<file path="config.mk">
export PLATFORM = sky130hd
export DESIGN_NAME = free_list_flat
export DESIGN_NICKNAME = d
export VERILOG_FILES = /design/src/rtl/free_list_pkg.sv /design/src/rtl/free_list_if.sv /design/src/rtl/fl_snapshot_table.sv /design/src/rtl/free_list.sv /design/src/flat_wrapper.sv
export SDC_FILE = /design/constraint.sdc
export NUM_CORES = 2
export LEC_CHECK = 0
export CAP_MARGIN = 20
export CORE_MARGIN = 2
export CORE_UTILIZATION = 60
export CTS_CLUSTER_DIAMETER = 60
export DETAILED_ROUTE_END_ITERATION = 7
export PLACE_DENSITY = 0.76
export SLEW_MARGIN = 20
export SYNTH_ARGS = -nofsm -noshare
export SYNTH_HDL_FRONTEND = slang
export SYNTH_SLANG_ARGS = --single-unit
</file>
<file path="constraint.sdc">
create_clock -name clk -period 6.3 [get_ports clk]
set_clock_uncertainty 0.2 [all_clocks]
set_input_delay 0.63 -clock clk [delete_from_list [all_inputs] [get_ports clk]]
set_output_delay 0.63 -clock clk [all_outputs]
set_load 0.01 [all_outputs]
</file>
<file path="src/rtl/free_list_pkg.sv">
// Shared rename/ROB/free-list types: preg and ROB tag widths, free-list pointer with wrap bit.
package free_list_pkg;

  localparam int NUM_PREG  = 128;
  localparam int NUM_ARCH  = 32;
  localparam int ROB_DEPTH = 16;
  localparam int PREG_W    = $clog2(NUM_PREG);
  localparam int ROB_TAG_W = 5;
  localparam int ROB_IDX_W = $clog2(ROB_DEPTH);

  typedef logic [PREG_W-1:0]    preg_t;
  typedef logic [ROB_TAG_W-1:0] rob_tag_t;
  typedef logic [ROB_IDX_W-1:0] rob_idx_t;
  typedef logic [PREG_W:0]      fl_ptr_t;   // index bits plus wrap bit

  // ROB tags are one bit wider than the table index; fold them onto the table depth.
  function automatic rob_idx_t tag_idx(rob_tag_t tag);
    return rob_idx_t'(tag % rob_tag_t'(ROB_DEPTH));
  endfunction

endpackage

</file>
<file path="src/rtl/free_list_if.sv">
// Rename/ROB-facing port bundle of the free list; master = rename+ROB, slave = free list.
interface free_list_if;
  import free_list_pkg::*;

  logic     alloc_req;
  logic     alloc_need;
  rob_tag_t alloc_tag;
  preg_t    alloc_preg;
  logic     empty;
  fl_ptr_t  free_cnt;
  logic     retire_valid;
  preg_t    retire_preg;
  logic     mispredict;
  rob_tag_t mispredict_tag;
  logic     dbl_free;

  modport master (
    output alloc_req, alloc_need, alloc_tag, retire_valid, retire_preg, mispredict, mispredict_tag,
    input  alloc_preg, empty, free_cnt, dbl_free
  );

  modport slave (
    input  alloc_req, alloc_need, alloc_tag, retire_valid, retire_preg, mispredict, mispredict_tag,
    output alloc_preg, empty, free_cnt, dbl_free
  );

endinterface

</file>
<file path="src/rtl/fl_snapshot_table.sv">
// Per-ROB-tag copy of the free-list read pointer, used to rewind on mispredict.
// Latency: write lands on posedge clk; read is asynchronous.
// Backpressure: none; one write and one read per cycle always accepted.
module fl_snapshot_table
  import free_list_pkg::*;
(
  input  logic     clk,
  input  logic     reset,
  input  logic     we,
  input  rob_tag_t waddr,
  input  fl_ptr_t  wdata,
  input  rob_tag_t raddr,
  output fl_ptr_t  rdata
);

  fl_ptr_t snap [ROB_DEPTH];

  always_ff @(posedge clk or negedge reset) begin
    if (!reset) begin
      for (int i = 0; i < ROB_DEPTH; i++) snap[i] <= '0;
    end else if (we) begin
      snap[tag_idx(waddr)] <= wdata;
    end
  end

  assign rdata = snap[tag_idx(raddr)];

endmodule

</file>
<file path="src/rtl/free_list.sv">
// Circular free list of physical registers for rename; FREE_LIST_DUPCHK_EN adds a double-free detector.
// Latency: grant is combinational from the head entry; pointers, storage and snapshots update on posedge clk.
// Backpressure: retire pushes are always accepted; rename must stall on empty when it needs a preg.
module free_list
  import free_list_pkg::*;
(
  input  logic       clk,
  input  logic       reset,
  free_list_if.slave fl
);

  preg_t   mem [NUM_PREG];
  fl_ptr_t rd_ptr;
  fl_ptr_t wr_ptr;
  fl_ptr_t snap_rd;
  fl_ptr_t cnt;
  logic    empty;
  logic    pop;
  logic    push;
  logic    snap_we;

  assign cnt   = wr_ptr - rd_ptr;
  assign empty = (cnt == '0);
  // A squashed rename neither pops nor records a snapshot.
  assign pop     = fl.alloc_req & fl.alloc_need & ~empty & ~fl.mispredict;
  assign snap_we = fl.alloc_req & ~fl.mispredict;
  assign push    = fl.retire_valid;

  assign fl.free_cnt   = cnt;
  assign fl.empty      = empty;
  assign fl.alloc_preg = mem[preg_t'(rd_ptr)];

  fl_snapshot_table u_snap (
    .clk   (clk),
    .reset (reset),
    .we    (snap_we),
    .waddr (fl.alloc_tag),
    .wdata (rd_ptr + fl_ptr_t'(pop)),
    .raddr (fl.mispredict_tag),
    .rdata (snap_rd)
  );

  always_ff @(posedge clk or negedge reset) begin
    if (!reset) begin
      rd_ptr <= '0;
      wr_ptr <= fl_ptr_t'(NUM_PREG - NUM_ARCH);
    end else begin
      if (fl.mispredict) begin
        rd_ptr <= snap_rd;
      end else if (pop) begin
        rd_ptr <= rd_ptr + fl_ptr_t'(1);
      end
      if (push) begin
        wr_ptr <= wr_ptr + fl_ptr_t'(1);
      end
    end
  end

  // Entries behind rd_ptr are never overwritten before a rewind can reach them.
  always_ff @(posedge clk or negedge reset) begin
    if (!reset) begin
      for (int i = 0; i < NUM_PREG; i++) begin
        mem[i] <= (i < NUM_PREG - NUM_ARCH) ? preg_t'(NUM_ARCH + i) : '0;
      end
    end else if (push) begin
      mem[preg_t'(wr_ptr)] <= fl.retire_preg;
    end
  end

`ifdef FREE_LIST_DUPCHK_EN
  logic [NUM_PREG-1:0] is_free;
  logic [NUM_PREG-1:0] is_free_nxt;
  logic                dbl_free_q;
  fl_ptr_t             restore_len;

  assign restore_len = rd_ptr - snap_rd;

  always_comb begin
    is_free_nxt = is_free;
    if (fl.mispredict) begin
      for (int k = 0; k < NUM_PREG; k++) begin
        if (fl_ptr_t'(k) < restore_len) begin
          is_free_nxt[mem[preg_t'(snap_rd + fl_ptr_t'(k))]] = 1'b1;
        end
      end
    end
    if (pop)  is_free_nxt[fl.alloc_preg]  = 1'b0;
    if (push) is_free_nxt[fl.retire_preg] = 1'b1;
  end

  always_ff @(posedge clk or negedge reset) begin
    if (!reset) begin
      for (int i = 0; i < NUM_PREG; i++) is_free[i] <= (i >= NUM_ARCH);
      dbl_free_q <= 1'b0;
    end else begin
      is_free <= is_free_nxt;
      if (push && (is_free[fl.retire_preg] || fl.retire_preg == '0)) begin
        dbl_free_q <= 1'b1;
      end
    end
  end

  assign fl.dbl_free = dbl_free_q;
`else
  assign fl.dbl_free = 1'b0;
`endif

endmodule

</file>
<file path="src/flat_wrapper.sv">
// flat-port wrapper written by rule: the top's interface ports become plain ports
module free_list_flat import free_list_pkg::*;
  (clk, reset, fl_alloc_req, fl_alloc_need, fl_alloc_tag, fl_retire_valid, fl_retire_preg, fl_mispredict, fl_mispredict_tag, fl_alloc_preg, fl_empty, fl_free_cnt, fl_dbl_free);
  free_list_if fl_i ();
  input  logic clk;
  input  logic reset;
  input wire logic [$bits(fl_i.alloc_req)-1:0] fl_alloc_req;
  input wire logic [$bits(fl_i.alloc_need)-1:0] fl_alloc_need;
  input wire logic [$bits(fl_i.alloc_tag)-1:0] fl_alloc_tag;
  input wire logic [$bits(fl_i.retire_valid)-1:0] fl_retire_valid;
  input wire logic [$bits(fl_i.retire_preg)-1:0] fl_retire_preg;
  input wire logic [$bits(fl_i.mispredict)-1:0] fl_mispredict;
  input wire logic [$bits(fl_i.mispredict_tag)-1:0] fl_mispredict_tag;
  output wire logic [$bits(fl_i.alloc_preg)-1:0] fl_alloc_preg;
  output wire logic [$bits(fl_i.empty)-1:0] fl_empty;
  output wire logic [$bits(fl_i.free_cnt)-1:0] fl_free_cnt;
  output wire logic [$bits(fl_i.dbl_free)-1:0] fl_dbl_free;
  assign fl_i.alloc_req = fl_alloc_req;
  assign fl_i.alloc_need = fl_alloc_need;
  assign fl_i.alloc_tag = fl_alloc_tag;
  assign fl_i.retire_valid = fl_retire_valid;
  assign fl_i.retire_preg = fl_retire_preg;
  assign fl_i.mispredict = fl_mispredict;
  assign fl_i.mispredict_tag = fl_mispredict_tag;
  assign fl_alloc_preg = fl_i.alloc_preg;
  assign fl_empty = fl_i.empty;
  assign fl_free_cnt = fl_i.free_cnt;
  assign fl_dbl_free = fl_i.dbl_free;
  free_list u_core (.clk(clk), .reset(reset), .fl(fl_i));
endmodule
</file>
## After elaboration in Yosys (flattened, before gate mapping)

Index checks and enable logic that the tools add are counted.

| cells by class | value |
|---|---|
| add/subtract/negate cells | 4 |
| bitwise logic cells | 10 |
| reductions and logical operators | 4 |
| muxes and demuxes | 14 |
| order comparisons | 6 |

Operator list:

| operator | count |
|---|---|
| $bwmux 896 | 1 |
| $bwmux 128 | 1 |
| $bmux 7 s7 | 1 |
| $demux 7 s7 | 1 |
| $mux 8 | 5 |
| $bmux 8 s4 | 1 |
| $demux 8 s4 | 1 |
| $mux 7 | 3 |
| $add 8x1->8 const B | 2 |
| $ge 8x8->1 const B | 2 |
| $not 7->8 | 2 |
| $ge 5x5->1 const B | 2 |
| $not 4->5 | 2 |
| $add 8x1->8 | 1 |
| $logic_not 8->1 | 1 |
| $lt 8x1->1 const B | 1 |
| $sub 8x8->8 | 1 |
| $lt 5x1->1 const B | 1 |
| $and 1x1->1 | 4 |
| $logic_and 1x1->1 | 2 |
| $not 1->1 | 2 |
| $reduce_bool 2->1 | 1 |

| storage, ports and cells | value |
|---|---|
| output and inout bits | 17 |
| register bits after elaboration | 1040 |

## Depth between registers and ports, before layout

| depth | value |
|---|---|
| depth in word-level cells | 7 |
| depth in mapped cells | 19 |
| depth with buffers taken out | 15 |

## Cells and area by module

Synthesis repeated with hierarchy kept, for this count alone.

| unflattened totals | value |
|---|---|
| cells, all modules | 3076 |
| area, all modules | 48631.6 um2 |

Modules (own cells, without submodules):

| module | sequential area each (um2) | instances | cells each | area each (um2) |
|---|---|---|---|---|
| free_list | 23284.8 | 1 | 2711 | 42716.0 |
| fl_snapshot_table | 3203.1 | 1 | 365 | 5915.7 |

## Worst setup path before layout

OpenSTA, ideal clock, no wires.

| timing | value |
|---|---|
| path type | register to register |
| from | register u_core.rd_ptr[1] |
| to | register u_core.u_snap.snap[126] in the netlist's numbering |
| data required time | 5.965 ns |
| period minus slack after synthesis | 4.413 ns |
| path slack | 1.887 ns |
| data arrival time | 4.078 ns |
| cell stages (with the launch flop) | 20 |
| path buffers | 5 |
| cell sequence | dfrtp_1 > buf_4 > buf_2 > clkinv_1 > buf_2 > buf_2 > ha_1 > nand2b_1 > a211oi_4 > or3_4 > a2111oi_4 > and2_2 > nor3_1 > ha_1 > ha_1 > nand2_1 > nor2_1 > xnor2_1 > clkbuf_1 > o21ai_0 |

| on the way | value |
|---|---|
| cells in the longest elaborated chain, start to end | 7 |

RTL lines:

| item | RTL line | RTL |
|---|---|---|
| start, declared | free_list.sv:13 | `fl_ptr_t rd_ptr;` |
| start signal, assigned | free_list.sv:49 | `rd_ptr <= snap_rd;` |
| start signal, assigned | free_list.sv:51 | `rd_ptr <= rd_ptr + fl_ptr_t'(1);` |
| $sub 8x8->8 | free_list.sv:22 | `assign cnt = wr_ptr - rd_ptr;` |
| $logic_not 8->1 | free_list.sv:23 | `assign empty = (cnt == '0);` |
| net fl_empty | flat_wrapper.sv:15 | `output wire logic [$bits(fl_i.empty)-1:0] fl_empty;` |
| $not 1->1 | free_list.sv:25 | `assign pop = fl.alloc_req & fl.alloc_need & ~empty & ~fl.mispredict;` |
| $and 1x1->1 (2 in series) | free_list.sv:25 |  |
| $add 8x1->8 | free_list.sv:38 | `.wdata (rd_ptr + fl_ptr_t'(pop)),` |
| $bwmux 128 | fl_snapshot_table.sv:22 | `snap[tag_idx(waddr)] <= wdata;` |
| end signal, assigned by index | fl_snapshot_table.sv:22 |  |
| end, declared | fl_snapshot_table.sv:16 | `fl_ptr_t snap [ROB_DEPTH];` |

The timed path passes the listed nets, and every way through them passes these cells.
A chain may end at the register's enable or synchronous reset.

## Worst setup path in the final report

| timing | value |
|---|---|
| from | register u_core.rd_ptr[1] |
| to | output fl_alloc_preg[4] |

| on the way | value |
|---|---|
| cells in the longest elaborated chain, start to end | 4 |

RTL lines:

| item | RTL line | RTL |
|---|---|---|
| $not 7->8 (not written as such) | free_list.sv:31 | `assign fl.alloc_preg = mem[preg_t'(rd_ptr)];` |
| $bmux 7 s7 | free_list.sv:31 |  |
| $mux 7 (not written as such) (2 in series) | free_list.sv:31 |  |
| end, declared | flat_wrapper.sv:14 | `output wire logic [$bits(fl_i.alloc_preg)-1:0] fl_alloc_preg;` |

No other way between the ends. The select of a mux whose other input is x is not followed.

==> run metrics <==
latest clock arrival within the worst-skew pair 0.67 ns; RD Place Congestion 0.8869; minimum clock period 5.747 ns; DR vias 29,640; simple-gate share of the synthesized area 4.271%; status finished clean; Post-DP HPWL 78,350 microns; Clock Tree Root clkbuf_16; area grow syn2layout 9.915%; initial antenna violation count 0; post-synthesis mux area share 34.16%; H-tree depth 3; fin crit share 91.21%; Clk network pwr share 33.2%; drc violations 0; CP endpoint kind primary output; syn avg cell area 14.38 sq um; critical path peak fanout 30; crit path launch type register; RSZ-0062 raised after global routing false; Tot GR Track Use 30.07%; max cap viols 0; Mapped Area 48,840 sq um; Final Hold Viols 0; Power Density 370.6 nW/um^2; fmax 174.0 MHz; Net Sw Frac 29.50%; largest net degree at the start of global routing 165; post-synth cell types 72; CTS tree built; CP Class register to primary output; Routed Antenna Nets 0; die extent in x 289.3 microns; grt total ovfl 0; Data arrival, critical path 4.92 ns; Internal 0.01403 W; Psw 0.005870 W; top cell type's share of synthesized area 34.33%; nets@finish 3,397; Initial Utilization 60.63%; largest area contributor in the netlist dfrtp_1; ys flop type dfrtp_1; Core ar. 80,550 sq um; register area share after synthesis 54.24%; Final TNS setup 0 ns; clock sinks 1,040; Worst Max-Slew Pin Slew 1.110 ns; Post-Synth XOR/XNOR Area 0.3945%; vias in the first global route 31,480; Final Setup Violations 0; Core Util, Final 66.64%; IO Count 40; Hold WC Path Type register to register; #FFs+latches synth 1,040; IO Port Bufs 36; Logic pwr share 23.1%; synth warn 0; first-pass GRT wire length 191,100 microns; Max VDD drop 0.3544 mV; Setup Buffers After CTS 0; layout cells sized above 1 53.13%; adder-cell share of the synthesized area 0.3228%; DIE AREA 83,690 sq um; syn nets 3,432; router iterations before antenna repair 7; Clock transition at path regs 0.06 ns; ranking of synthesized cells by area dfrtp_1 34%, mux2_2 22%, dfstp_2 20%; Post-synth EDFFs 0; final WL 123,300 microns; maximum number of buffers from clock root to sink 3; LEAKAGE 23.70 nW; largest family of logic cells by synthesized area multiplexers; Starting DRT DRC Count 2,428; synthesized instance count 3,397; die span in y 289.3 microns; Req. time, crit path 5.47 ns; Slew Limit Headroom 25.50%; Synth Area in Compound Gates 4.107%; wire per inst 27.30 microns; cts bufs inserted 109; DR vias/cell 6.561; row count 104; Seq pwr share 43.8%; max-slew violations 0; ys async rst share 100.0%
sequential cells by signal, summed over array words and instances, names as in the netlist:
name,cells
u_core.mem,896
u_core.wr_ptr,8
u_core.rd_ptr,8
u_core.u_snap.snap,128
through the flow:
stage	std cells	power (W)	instance area, sq um	worst slack (ns)	hold slack [ns]
final	4517	0.01990	53680	0.5535	0.2791
after global routing	4516	0.02066	53680	0.4146	0.3009
after CTS	4516	0.01992	53660	0.6745	0.2827
after detailed placement	4310	0.01332	49930	1.371	0.2696
after global placement	4309	0.01303	49930	1.536	0.2563
after floorplan	3397	0.01164	48840	1.887	0.1344
path summary, 6_finish.rpt:
path | startpoint | to | cells past startpoint | slack, ns
min in group asynchronous | reset | u_core.u_snap.snap[95]$_DFFE_PN0P_ | 2 | 0.43
hold / removal | u_core.u_snap.snap[52]$_DFFE_PN0P_ | u_core.u_snap.snap[52]$_DFFE_PN0P_ | 2 | 0.28
max in group asynchronous | reset | u_core.mem[771]$_DFFE_PN0P_ | 3 | 3.76
setup reg to reg | u_core.rd_ptr[6]$_DFFE_PN0P_ | u_core.u_snap.snap[30]$_DFFE_PN0P_ | 15 | 1.60
hold reg to reg | u_core.u_snap.snap[52]$_DFFE_PN0P_ | u_core.u_snap.snap[52]$_DFFE_PN0P_ | 2 | 0.28
setup / recovery | u_core.rd_ptr[1]$_DFFE_PN0P_ | fl_alloc_preg[4] | 8 | 0.55
worst max-delay path, cell delays in order, from the launching register on:
cell and delay, ns:
dfrtp_4 0.79, nor2b_1 0.66, nand2_1 0.63, o221ai_1 0.38
a21oi_1 0.10, a221oi_1 0.29, nand2_1 0.26, a32oi_1 0.48
clkdlybuf4s50_1 0.63
Yosys cell counts (3+ instances only):
| cell type | number |
|---|---|
| mux2_2 | 948 |
| dfrtp_1 | 670 |
| dfstp_2 | 370 |
| nand2_1 | 233 |
| mux4_2 | 201 |
| clkbuf_1 | 170 |
| mux2i_1 | 143 |
| o21ai_0 | 99 |
| a21oi_1 | 97 |
| nor2_1 | 84 |
| nor2_2 | 33 |
| buf_2 | 28 |
| o221ai_1 | 27 |
| nand3_1 | 21 |
| xnor2_1 | 18 |
| buf_4 | 16 |
| buf_6 | 15 |
| nor2b_1 | 15 |
| a221oi_1 | 14 |
| inv_1 | 12 |
| a22oi_1 | 11 |
| buf_1 | 11 |
| ha_1 | 11 |
| nor3_1 | 11 |
| nor3_2 | 10 |
| and3_1 | 9 |
| o211ai_1 | 9 |
| a211oi_1 | 8 |
| a31oi_1 | 8 |
| nand2b_1 | 7 |
| o22ai_1 | 7 |
| nor4_2 | 6 |
| a311oi_1 | 5 |
| o21ai_1 | 5 |
| clkbuf_8 | 4 |
| nand4_1 | 4 |
| nor3b_1 | 4 |
| or2_2 | 4 |
| xor2_1 | 4 |
| o2111ai_1 | 3 |
routing by layer:
metal	track usage (%)	up-vias	wire, microns
li1	-	12480	-
met5	0	-	0
met2	48.45	1005	59930
met1	41.06	15870	50500
met3	5.921	277	8245
met4	10.76	0	4637
placed cells by master, fill, tap and decap left out, drive strengths merged, types with 6 or more instances in the layout:
cell	Yosys	routed
mux2i	143	143
o211ai	9	9
bufinv	0	11
buf	70	70
nor3	21	21
mux4	203	203
clkinv	2	19
o21ai	104	104
dfstp	370	370
nor4	8	8
nor2b	15	15
a311oi	6	6
mux2	948	948
xnor2	18	18
inv	13	18
a31oi	8	8
o22ai	7	7
clkbuf	174	169
a22oi	11	11
a211oi	9	9
clkdlybuf4s50	0	27
nand2b	7	7
nand3	21	21
nor2	117	117
ha	11	11
o221ai	28	28
a221oi	14	14
nand2	233	233
and3	10	10
dfrtp	670	670
a21oi	98	98
cell type report:
type	instances	area [sq um]
clock buffers	169	3204
clock inverters	36	510.5
repair buffers	98	923.4
inverters	15	56.30
flip-flops and latches	1040	26500
fillers	5469	26870
well taps	1060	1326
multi-input cells	2098	21160
diodes	1	2.502
logic make-up after synthesis:
kind of cell	Yosys count
AOI/OAI and AO/OA	317
xor gates and xnor gates	22
adders and majority gates	12
buffers and inverters	259
DFF	1040
muxes	1294
other	1
and+or+nand+nor	452
repair_timing:
action / CTS / global route
hold endpoints to repair: 74 / 0
gates resized for setup: 0 / 0
hold buffers: 1 / 0
power groups by stage:
stage / Clock [W] / Combinational [W] / Sequential [W]
floorplan: 0 / 0.00317 / 0.00847
global placement: 0 / 0.00437 / 0.00866
detailed placement: 0 / 0.00453 / 0.00879
CTS: 0.00668 / 0.00456 / 0.00869
global route: 0.00698 / 0.00487 / 0.00881
finish: 0.00660 / 0.00459 / 0.00871
(Power assumes the default switching activity.)
